--- config.mk ---
export PLATFORM = sky130hd
export DESIGN_NAME = nco_gain_cfg_ctrl
export DESIGN_NICKNAME = d
export VERILOG_FILES = /design/src/rtl/ddc_cfg_defs.sv /design/src/rtl/ovf_event_counter.sv /design/src/rtl/nco_gain_cfg_ctrl.sv
export SDC_FILE = /design/constraint.sdc
export NUM_CORES = 1
export LEC_CHECK = 0
export BUFFER_PORTS_ARGS = -buffer_cell sky130_fd_sc_hd__buf_2
export CAP_MARGIN = 20
export CORE_MARGIN = 4
export CORE_UTILIZATION = 53
export DETAILED_ROUTE_END_ITERATION = 8
export PLACE_DENSITY = 0.86
export SYNTH_ARGS = -nofsm -noshare
export SYNTH_HDL_FRONTEND = slang
export SYNTH_SLANG_ARGS = --single-unit
--- constraint.sdc ---
create_clock -name clk -period 2.4 [get_ports clk]
set_input_delay 0.48 -clock clk [delete_from_list [all_inputs] [get_ports clk]]
set_output_delay 0.48 -clock clk [all_outputs]
set_load 0.1 [all_outputs]
--- src/rtl/ddc_cfg_defs.sv ---
// Shared definitions for the DDC configuration sequencers: host address codes and FSM states.
// Latency: n/a (definitions only).
// Backpressure: n/a (definitions only).
package ddc_cfg_defs;

  // Host register map (cfg_addr)
  localparam logic [1:0] ADDR_GAIN   = 2'd0;  // gain shadow write
  localparam logic [1:0] ADDR_PASS   = 2'd1;  // pass (bypass) shadow write, bit0
  localparam logic [1:0] ADDR_CLR    = 2'd2;  // clear overflow statistics
  localparam logic [1:0] ADDR_COMMIT = 2'd3;  // start load/sync sequence

  // Configuration sequence FSM
  typedef enum logic [2:0] {
    ST_IDLE       = 3'd0,
    ST_LOAD       = 3'd1,
    ST_WAIT_FRAME = 3'd2,
    ST_SYNC       = 3'd3,
    ST_SETTLE     = 3'd4
  } cfg_state_t;

endpackage

--- src/rtl/ovf_event_counter.sv ---
// Saturating event counter with sticky flag; clear has priority over increment.
// Latency: count/sticky update one cycle after i_inc_en / i_clr are sampled.
// Backpressure: none; holds at all-ones once saturated.
//
// Ports:
//   clk, rst     clock, asynchronous active-low reset
//   i_clr        synchronous clear of count and sticky (wins over i_inc_en)
//   i_inc_en     count one event this cycle
//   o_count      saturating event count
//   o_sticky     set by any counted event, cleared only by i_clr / reset
module ovf_event_counter #(
  parameter int WIDTH = 16
) (
  input  logic             clk,
  input  logic             rst,
  input  logic             i_clr,
  input  logic             i_inc_en,
  output logic [WIDTH-1:0] o_count,
  output logic             o_sticky
);

  logic [WIDTH-1:0] r_count;
  logic             r_sticky;
  logic             w_at_max;

  assign w_at_max = (r_count == {WIDTH{1'b1}});

  always_ff @(posedge clk or negedge rst) begin
    if (!rst) begin
      r_count  <= '0;
      r_sticky <= 1'b0;
    end else if (i_clr) begin
      r_count  <= '0;
      r_sticky <= 1'b0;
    end else if (i_inc_en) begin
      if (!w_at_max) begin
        r_count <= r_count + 1'b1;
      end
      r_sticky <= 1'b1;
    end
  end

  assign o_count  = r_count;
  assign o_sticky = r_sticky;

endmodule

--- src/rtl/nco_gain_cfg_ctrl.sv ---
// NCO gain/bypass configuration sequencer: shadow regs, gain load, frame-aligned sync, overflow stats.
// Latency: commit at T -> gain strobe T+1; frame_start at F (in WAIT_FRAME) -> config_sync F+1.
// Backpressure: shadow/commit writes while busy are dropped and flagged by a one-cycle cfg_err.
//
// Ports:
//   clk, rst              clock, asynchronous active-low reset
//   cfg_wr/addr/wdata     host write port (0 gain, 1 pass, 2 clear stats, 3 commit)
//   frame_start           frame-boundary strobe from the decimation chain
//   overflow_in           saturation indication from the NCO gain datapath
//   cfg_busy, cfg_err     sequence in progress / rejected-write pulse
//   ncogain_indicator     one-cycle gain load strobe, ncogain_param holds the loaded word
//   config_sync           one-cycle activation strobe, nco_pass_flag switches with it
//   ovf_count, ovf_sticky qualified overflow statistics
module nco_gain_cfg_ctrl #(
  parameter int COEBITWIDTH   = 16,
  parameter int CNTBITWIDTH   = 16,
  parameter int SETTLE_CYCLES = 4
) (
  input  logic                   clk,
  input  logic                   rst,
  input  logic                   cfg_wr,
  input  logic [1:0]             cfg_addr,
  input  logic [COEBITWIDTH-1:0] cfg_wdata,
  input  logic                   frame_start,
  input  logic                   overflow_in,
  output logic                   cfg_busy,
  output logic                   cfg_err,
  output logic                   ncogain_indicator,
  output logic [COEBITWIDTH-1:0] ncogain_param,
  output logic                   config_sync,
  output logic                   nco_pass_flag,
  output logic [CNTBITWIDTH-1:0] ovf_count,
  output logic                   ovf_sticky
);

  import ddc_cfg_defs::*;

  // Settle counter runs 0 .. SETTLE_CYCLES-1 while in SETTLE.
  localparam int SW = (SETTLE_CYCLES > 1) ? $clog2(SETTLE_CYCLES) : 1;
  localparam logic [SW-1:0] SETTLE_LAST = SW'(SETTLE_CYCLES - 1);

  cfg_state_t             r_state;
  cfg_state_t             w_next;
  logic [COEBITWIDTH-1:0] r_gain_shadow;
  logic                   r_pass_shadow;
  logic [SW-1:0]          r_settle_cnt;

  logic                   r_cfg_busy;
  logic                   r_cfg_err;
  logic                   r_gain_ind;
  logic [COEBITWIDTH-1:0] r_gain_param;
  logic                   r_cfg_sync;
  logic                   r_pass_flag;

  logic w_idle;
  logic w_wr_gain;
  logic w_wr_pass;
  logic w_wr_clr;
  logic w_wr_commit;
  logic w_wr_reject;
  logic w_ovf_qual;

  assign w_idle      = (r_state == ST_IDLE);
  assign w_wr_gain   = cfg_wr && (cfg_addr == ADDR_GAIN);
  assign w_wr_pass   = cfg_wr && (cfg_addr == ADDR_PASS);
  assign w_wr_clr    = cfg_wr && (cfg_addr == ADDR_CLR);
  assign w_wr_commit = cfg_wr && (cfg_addr == ADDR_COMMIT);
  // Everything except a stats clear is refused outside IDLE.
  assign w_wr_reject = cfg_wr && !w_wr_clr && !w_idle;

  // Overflows are not counted while bypassed (datapath not in use) nor during
  // the sync/settle window where the datapath is transitioning to new settings.
  assign w_ovf_qual = overflow_in && !r_pass_flag &&
                      (r_state != ST_SYNC) && (r_state != ST_SETTLE);

  // Next-state logic
  always_comb begin
    w_next = r_state;
    case (r_state)
      ST_IDLE:       if (w_wr_commit) w_next = ST_LOAD;
      ST_LOAD:       w_next = ST_WAIT_FRAME;
      ST_WAIT_FRAME: if (frame_start) w_next = ST_SYNC;
      ST_SYNC:       w_next = ST_SETTLE;
      ST_SETTLE:     if (r_settle_cnt == SETTLE_LAST) w_next = ST_IDLE;
      default:       w_next = ST_IDLE;
    endcase
  end

  // State register and settle counter
  always_ff @(posedge clk or negedge rst) begin
    if (!rst) begin
      r_state      <= ST_IDLE;
      r_settle_cnt <= '0;
    end else begin
      r_state <= w_next;
      if (r_state == ST_SETTLE && r_settle_cnt != SETTLE_LAST) begin
        r_settle_cnt <= r_settle_cnt + 1'b1;
      end else begin
        r_settle_cnt <= '0;
      end
    end
  end

  // Shadow registers only accept writes in IDLE
  always_ff @(posedge clk or negedge rst) begin
    if (!rst) begin
      r_gain_shadow <= '0;
      r_pass_shadow <= 1'b0;
    end else if (w_idle) begin
      if (w_wr_gain) r_gain_shadow <= cfg_wdata;
      if (w_wr_pass) r_pass_shadow <= cfg_wdata[0];
    end
  end

  // Outputs are decoded from the next state so they line up with the state
  // they belong to while still coming straight out of flops.
  always_ff @(posedge clk or negedge rst) begin
    if (!rst) begin
      r_cfg_busy   <= 1'b0;
      r_cfg_err    <= 1'b0;
      r_gain_ind   <= 1'b0;
      r_gain_param <= '0;
      r_cfg_sync   <= 1'b0;
      r_pass_flag  <= 1'b0;
    end else begin
      r_cfg_busy <= (w_next != ST_IDLE);
      r_cfg_err  <= w_wr_reject;
      r_gain_ind <= (w_next == ST_LOAD);
      r_cfg_sync <= (w_next == ST_SYNC);
      if (w_next == ST_LOAD) r_gain_param <= r_gain_shadow;
      if (w_next == ST_SYNC) r_pass_flag  <= r_pass_shadow;
    end
  end

  ovf_event_counter #(
    .WIDTH (CNTBITWIDTH)
  ) u_ovf_cnt (
    .clk      (clk),
    .rst      (rst),
    .i_clr    (w_wr_clr),
    .i_inc_en (w_ovf_qual),
    .o_count  (ovf_count),
    .o_sticky (ovf_sticky)
  );

  assign cfg_busy          = r_cfg_busy;
  assign cfg_err           = r_cfg_err;
  assign ncogain_indicator = r_gain_ind;
  assign ncogain_param     = r_gain_param;
  assign config_sync       = r_cfg_sync;
  assign nco_pass_flag     = r_pass_flag;

endmodule

---- Word level (Yosys, flattened, before mapping) ----
Index checks and enable logic that the tools add are counted.
Widths: inputs -> output; s select.
storage, ports and cells
  RAM bits ................................ 0
  bits of input ports ..................... 23
  bits in latches ......................... 0
  output and inout port bits .............. 38
  flip-flop bits (word level) ............. 60
  ROM bits ................................ 0
  word-level logic and storage cells ...... 59
  memories ................................ 0
operators by class
  multiplexer cells ....................... 10
  reduce and logical (&&, ||, !) cells .... 20
  eq/ne operators ......................... 15
  $mul .................................... 0
  div/mod/pow operators ................... 0
  bitwise operators ....................... 0
  add/sub/neg operators ................... 2
  shifts and indexed selects .............. 0
  $lt $le $gt $ge ......................... 0
operator list
  cell                   number
  $mux 16                3
  $add 16x1->16 const B  1
  $eq 16x16->1 const B   1
  $pmux 3 s5             1
  $logic_and 1x1->1      10
  $eq 3x2->1 const B     3
  $mux 3                 3
  $eq 2x2->1 const B     3
  $eq 3x1->1 const B     2
  $reduce_and 2->1       3
  $ne 2x2->1 const B     2
  $eq 3x3->1 const B     1
  $logic_not 1->1        3
  $logic_not 3->1        1
  $ne 3x2->1 const B     1
  $ne 3x3->1 const B     1
  $reduce_bool 3->1      1
  $add 2x1->2 const B    1
  $eq 2x1->1 const B     1
  $logic_not 2->1        1
  $mux 1                 2
  $mux 2                 1
  $reduce_bool 2->1      1

---- Longest topological paths before layout ----
  word-level depth ........................ 6
  mapped depth ............................ 5
  depth with buffers taken out ............ 5

---- By module ----
Synthesis repeated with hierarchy kept, for this count alone.
unflattened totals
  cell total of the unflattened synthesis .. 205
  area total of the unflattened synthesis .. 2647.5 µm²
by module, submodules not included
  module             cells each  times used  seq. area each (µm²)  area each (µm²)
  nco_gain_cfg_ctrl  105         1           1076.0                1705.4
  ovf_event_counter  100         1           425.4                 942.2

---- Worst setup path after synthesis ----
No wires, ideal clock.
  path type ............................... register to register
  from .................................... reg u_ovf_cnt.r_count[0] (netlist: u_ovf_cnt.o_count[0])
  to ...................................... reg u_ovf_cnt.r_count[14] (netlist: u_ovf_cnt.o_count[14])
  cell stages (with the launch flop) ...... 6
  setup time .............................. 0.094 ns
  clock period less this slack ............ 2.456 ns
  setup slack ............................. -0.056 ns
  arrival time ............................ 2.362 ns
  path buffers ............................ 0
  data required time ...................... 2.306 ns
  path through ............................ dfrtp_1 -> ha_1 -> and4_1 -> nand4_1 -> or4_1 -> a211oi_1
on the way
  longest elaborated chain between the ends .. 4
  elaborated cells between the ends (all ways) .. 7
  classes of those cells .................. add/sub: 1; eq/ne: 2; mux: 3; reduce/logical: 1
RTL lines
  element                   RTL line                 text
  start: declaration        ovf_event_counter.sv:22  logic [WIDTH-1:0] r_count;
  start signal: assignment  ovf_event_counter.sv:37  r_count <= r_count + 1'b1;
  $add 16x1->16             ovf_event_counter.sv:37
  $mux 16                   ovf_event_counter.sv:36  if (!w_at_max) begin
  $mux 16                   ovf_event_counter.sv:35  end else if (i_inc_en) begin
  $mux 16                   ovf_event_counter.sv:32  end else if (i_clr) begin
Parallel ways exist; a longest one is shown, timed or not. The select of a mux whose other input is x is not followed.
A chain may end at the register's enable or synchronous reset.

---- Worst setup path after layout ----
Ends and elaborated chain as after synthesis.

==> impl_metrics.env <==
export IMPL_clk_root_buffer_cell="clkbuf_8"
export IMPL_core_area_um2=4750
export IMPL_ant_nets=0
export IMPL_cts_htree_levels=3
export IMPL_yosys_area_top_type="dfrtp_1"
export IMPL_worstPathRequired_ns=2.64
export IMPL_cts_setup_buffers=0
export IMPL_clk_path_buf_depth=2
export IMPL_worstSetupStartpoint="u_ovf_cnt.o_count[0]"
export IMPL_crit_path_start_kind="flip-flop"
export IMPL_antennaDiodeCount=0
export IMPL_grt_max_degree=61
export IMPL_insertion_delay_ns=0.33
export IMPL_antenna_found_initial=0
export IMPL_cts_made_buffers=9
export IMPL_r2r_cells=5
export IMPL_synth_common_cells="dfrtp_1, mux2_1, mux2_2, nand2_1"
export IMPL_fmax_mhz=521
export IMPL_maxCapViolations=0
export IMPL_drc_errors=0
export IMPL_cp_end_kind="flip-flop"
export IMPL_cts_tree="built"
export IMPL_dpl_cell_area_um2=3030
export IMPL_async_flop_share_pct=100
export IMPL_rsz0062_at_grt="no"
export IMPL_place_hpwl_um=3840
export IMPL_ys_ff_latch=60
export IMPL_synth_distinct_cells=40
export IMPL_postSynthCellCount=208
export IMPL_grt_pass1_wl_um=9070
export IMPL_yosysMostFrequentCell="dfrtp_1"
export IMPL_power_density_nw_per_um2=1470
export IMPL_clkTransAtPathRegs_ns=0.07
export IMPL_track_usage_pct=19.1
export IMPL_leakage_nw=1.54
export IMPL_syn_area_um2=2600
export IMPL_design_area_um2=3260
export IMPL_synth_ff_type="dfrtp_1"
export IMPL_fin_nets=306
export IMPL_yosysWarnings=0
export IMPL_synthesis_nets=233
export IMPL_fin_setup_tns_ns=0
export IMPL_avgViaCountPerCell=5.60
export IMPL_finalSetupViolations=0
export IMPL_syn_area_per_cell_um2=12.5
export IMPL_hold_buffers=0
export IMPL_hp_class="input port to asynchronous set/reset pin"
export IMPL_report_final_hold_viol_count=0
export IMPL_cp_endpoint="u_ovf_cnt.o_count[14]"
export IMPL_wl_per_cell_um=15.2
export IMPL_p_total_mw=4.78
export IMPL_relSlewSlack_pct=52.7
export IMPL_clock_skew_final_ns=0.00730
export IMPL_yosysSeqAreaShare_pct=57.6
export IMPL_first_iter_violations=92
export IMPL_status="finished clean"
export IMPL_synth_area_top_cells="dfrtp_1, mux2_1, mux2_2"
export IMPL_final_cells=352
export IMPL_min_period_ns=1.92
export IMPL_routabilityCongestion=0.833
export IMPL_fin_crit_sh_pct=79.9
export IMPL_yosysTopAreaCellShare_pct=57.6
export IMPL_die_area_um2=6100
export IMPL_grt_pass1_vias=1997
export IMPL_reg2reg_to="u_ovf_cnt.o_count[14]"
export IMPL_firstDrtPassIters=4
export IMPL_worst_pin_slew_ns=0.704
export IMPL_critPathKind="flip-flop to flip-flop"
export IMPL_rows=25
export IMPL_worstPathMaxFanout=6
export IMPL_wl_um=5360
export IMPL_port_buffers=60
export IMPL_synth_edf_count=0
export IMPL_vias=1972
export IMPL_gr_total_overflow=0
export IMPL_slew_violations=0
export IMPL_die_w_um=78.1
export IMPL_die_y_um=78.1
export IMPL_start_util_pct=54.8
export IMPL_critPathArrivalTime_ns=2.16
export IMPL_r2r_start="u_ovf_cnt.o_count[0]"
export IMPL_clock_sinks=60
export IMPL_area_growth_syn_to_layout_pct=25.0
export IMPL_drive_gt1_share_pct=35.1
export IMPL_cts_resized_gates=0
export IMPL_placed_cells=337
export IMPL_peakVddDrop_uv=1090
export IMPL_io_pins=61
export IMPL_rrSetupSlack_ns=0.48
-- power breakdown --
group | switching (mW) | total (mW) | internal (mW)
combinational | 1.75 | 2.18 | 0.432
sequential | 0.219 | 1.60 | 1.38
clock | 0.374 | 1.01 | 0.633
-- per-layer routing --
metal	part of all wire, %	track usage [%]	up-vias
met1	40	22.5	974
met5	0	0	-
met2	51	31.8	64
met3	7.1	5.39	9
met4	1.6	9.79	0
li1	-	-	925
-- cell families (layout without fill, tap and decap cells) --
logic type	Yosys count	count (layout)	share of synthesized area (%)
AOI/OAI and AO/OA	25	25	6.39
xor gates and xnor gates	1	1	0.336
adders and majority gates	2	2	0.960
buffers and inverters	9	86	1.39
DFF	60	60	57.6
muxes	38	38	16.2
and+or+nand+nor	73	73	17.1
-- worst min path at each step --
| stage | from | endpoint | slack (ns) | depth (start not counted) |
|---|---|---|---|---|
| final | rst | u_ovf_cnt.o_count[15] | 0.14 | 2 |
| after global routing | rst | u_ovf_cnt.o_count[12] | 0.17 | 2 |
| after CTS | rst | u_ovf_cnt.o_count[10] | 0.15 | 2 |
| after detailed placement | r_settle_cnt[0] | r_settle_cnt[0] | 0.43 | 1 |
| after global placement | r_settle_cnt[0] | r_settle_cnt[0] | 0.42 | 1 |
| after floorplan | rst | cfg_busy | 0.18 | 0 |
-- cell usage in the layout (no fill, tap or decap), types with 3 or more instances in the layout --
cell / count
a21oi_1: 9
buf_2: 60
buf_4: 5
clkbuf_8: 11
dfrtp_1: 58
inv_1: 5
mux2_1: 22
mux2_2: 12
mux2i_1: 4
nand2_1: 12
nand2b_1: 4
nand3_1: 9
nand4_1: 3
nor2_1: 9
nor3_1: 4
nor4_1: 4
o21ai_0: 3
o31ai_1: 5
or3_1: 4
or4_1: 8
-- through the flow --
step	hold slack (ns)	setup slack (ns)	util [%]
finish	0.136	0.482	68.5
global route	0.169	0.313	68.5
CTS	0.150	0.489	68.5
detailed placement	0.432	0.387	63.8
global placement	0.425	0.480	63.8
floorplan	0.184	0.0123	-
-- worst max-delay path, cell delays in order, from the launching register on --
cell	delay (ns)
dfrtp_2	0.40
ha_1	0.23
and4_1	0.24
nand4_1	0.27
or4_1	0.47
a211oi_1	0.23
-- area by class of cell --
class	instances	area [um^2]
clock buffers	11	151
clock inverters	4	72.6
inverters	5	18.8
repair buffers	66	358
multi-input cells	139	1070
flip-flops and latches	60	1500
fillers	376	1500
well taps	67	83.8
-- state kept, by name, indices dropped and copies added (netlist names) --
signal and cells:
r_settle_cnt 2, cfg_err 1, ncogain_param 16, ncogain_indicator 1
nco_pass_flag 1, u_ovf_cnt.o_count 16, r_pass_shadow 1, r_gain_shadow 16
config_sync 1, cfg_busy 1, r_state 3, u_ovf_cnt.o_sticky 1
Note: power is estimated with default switching activity, not from simulation.
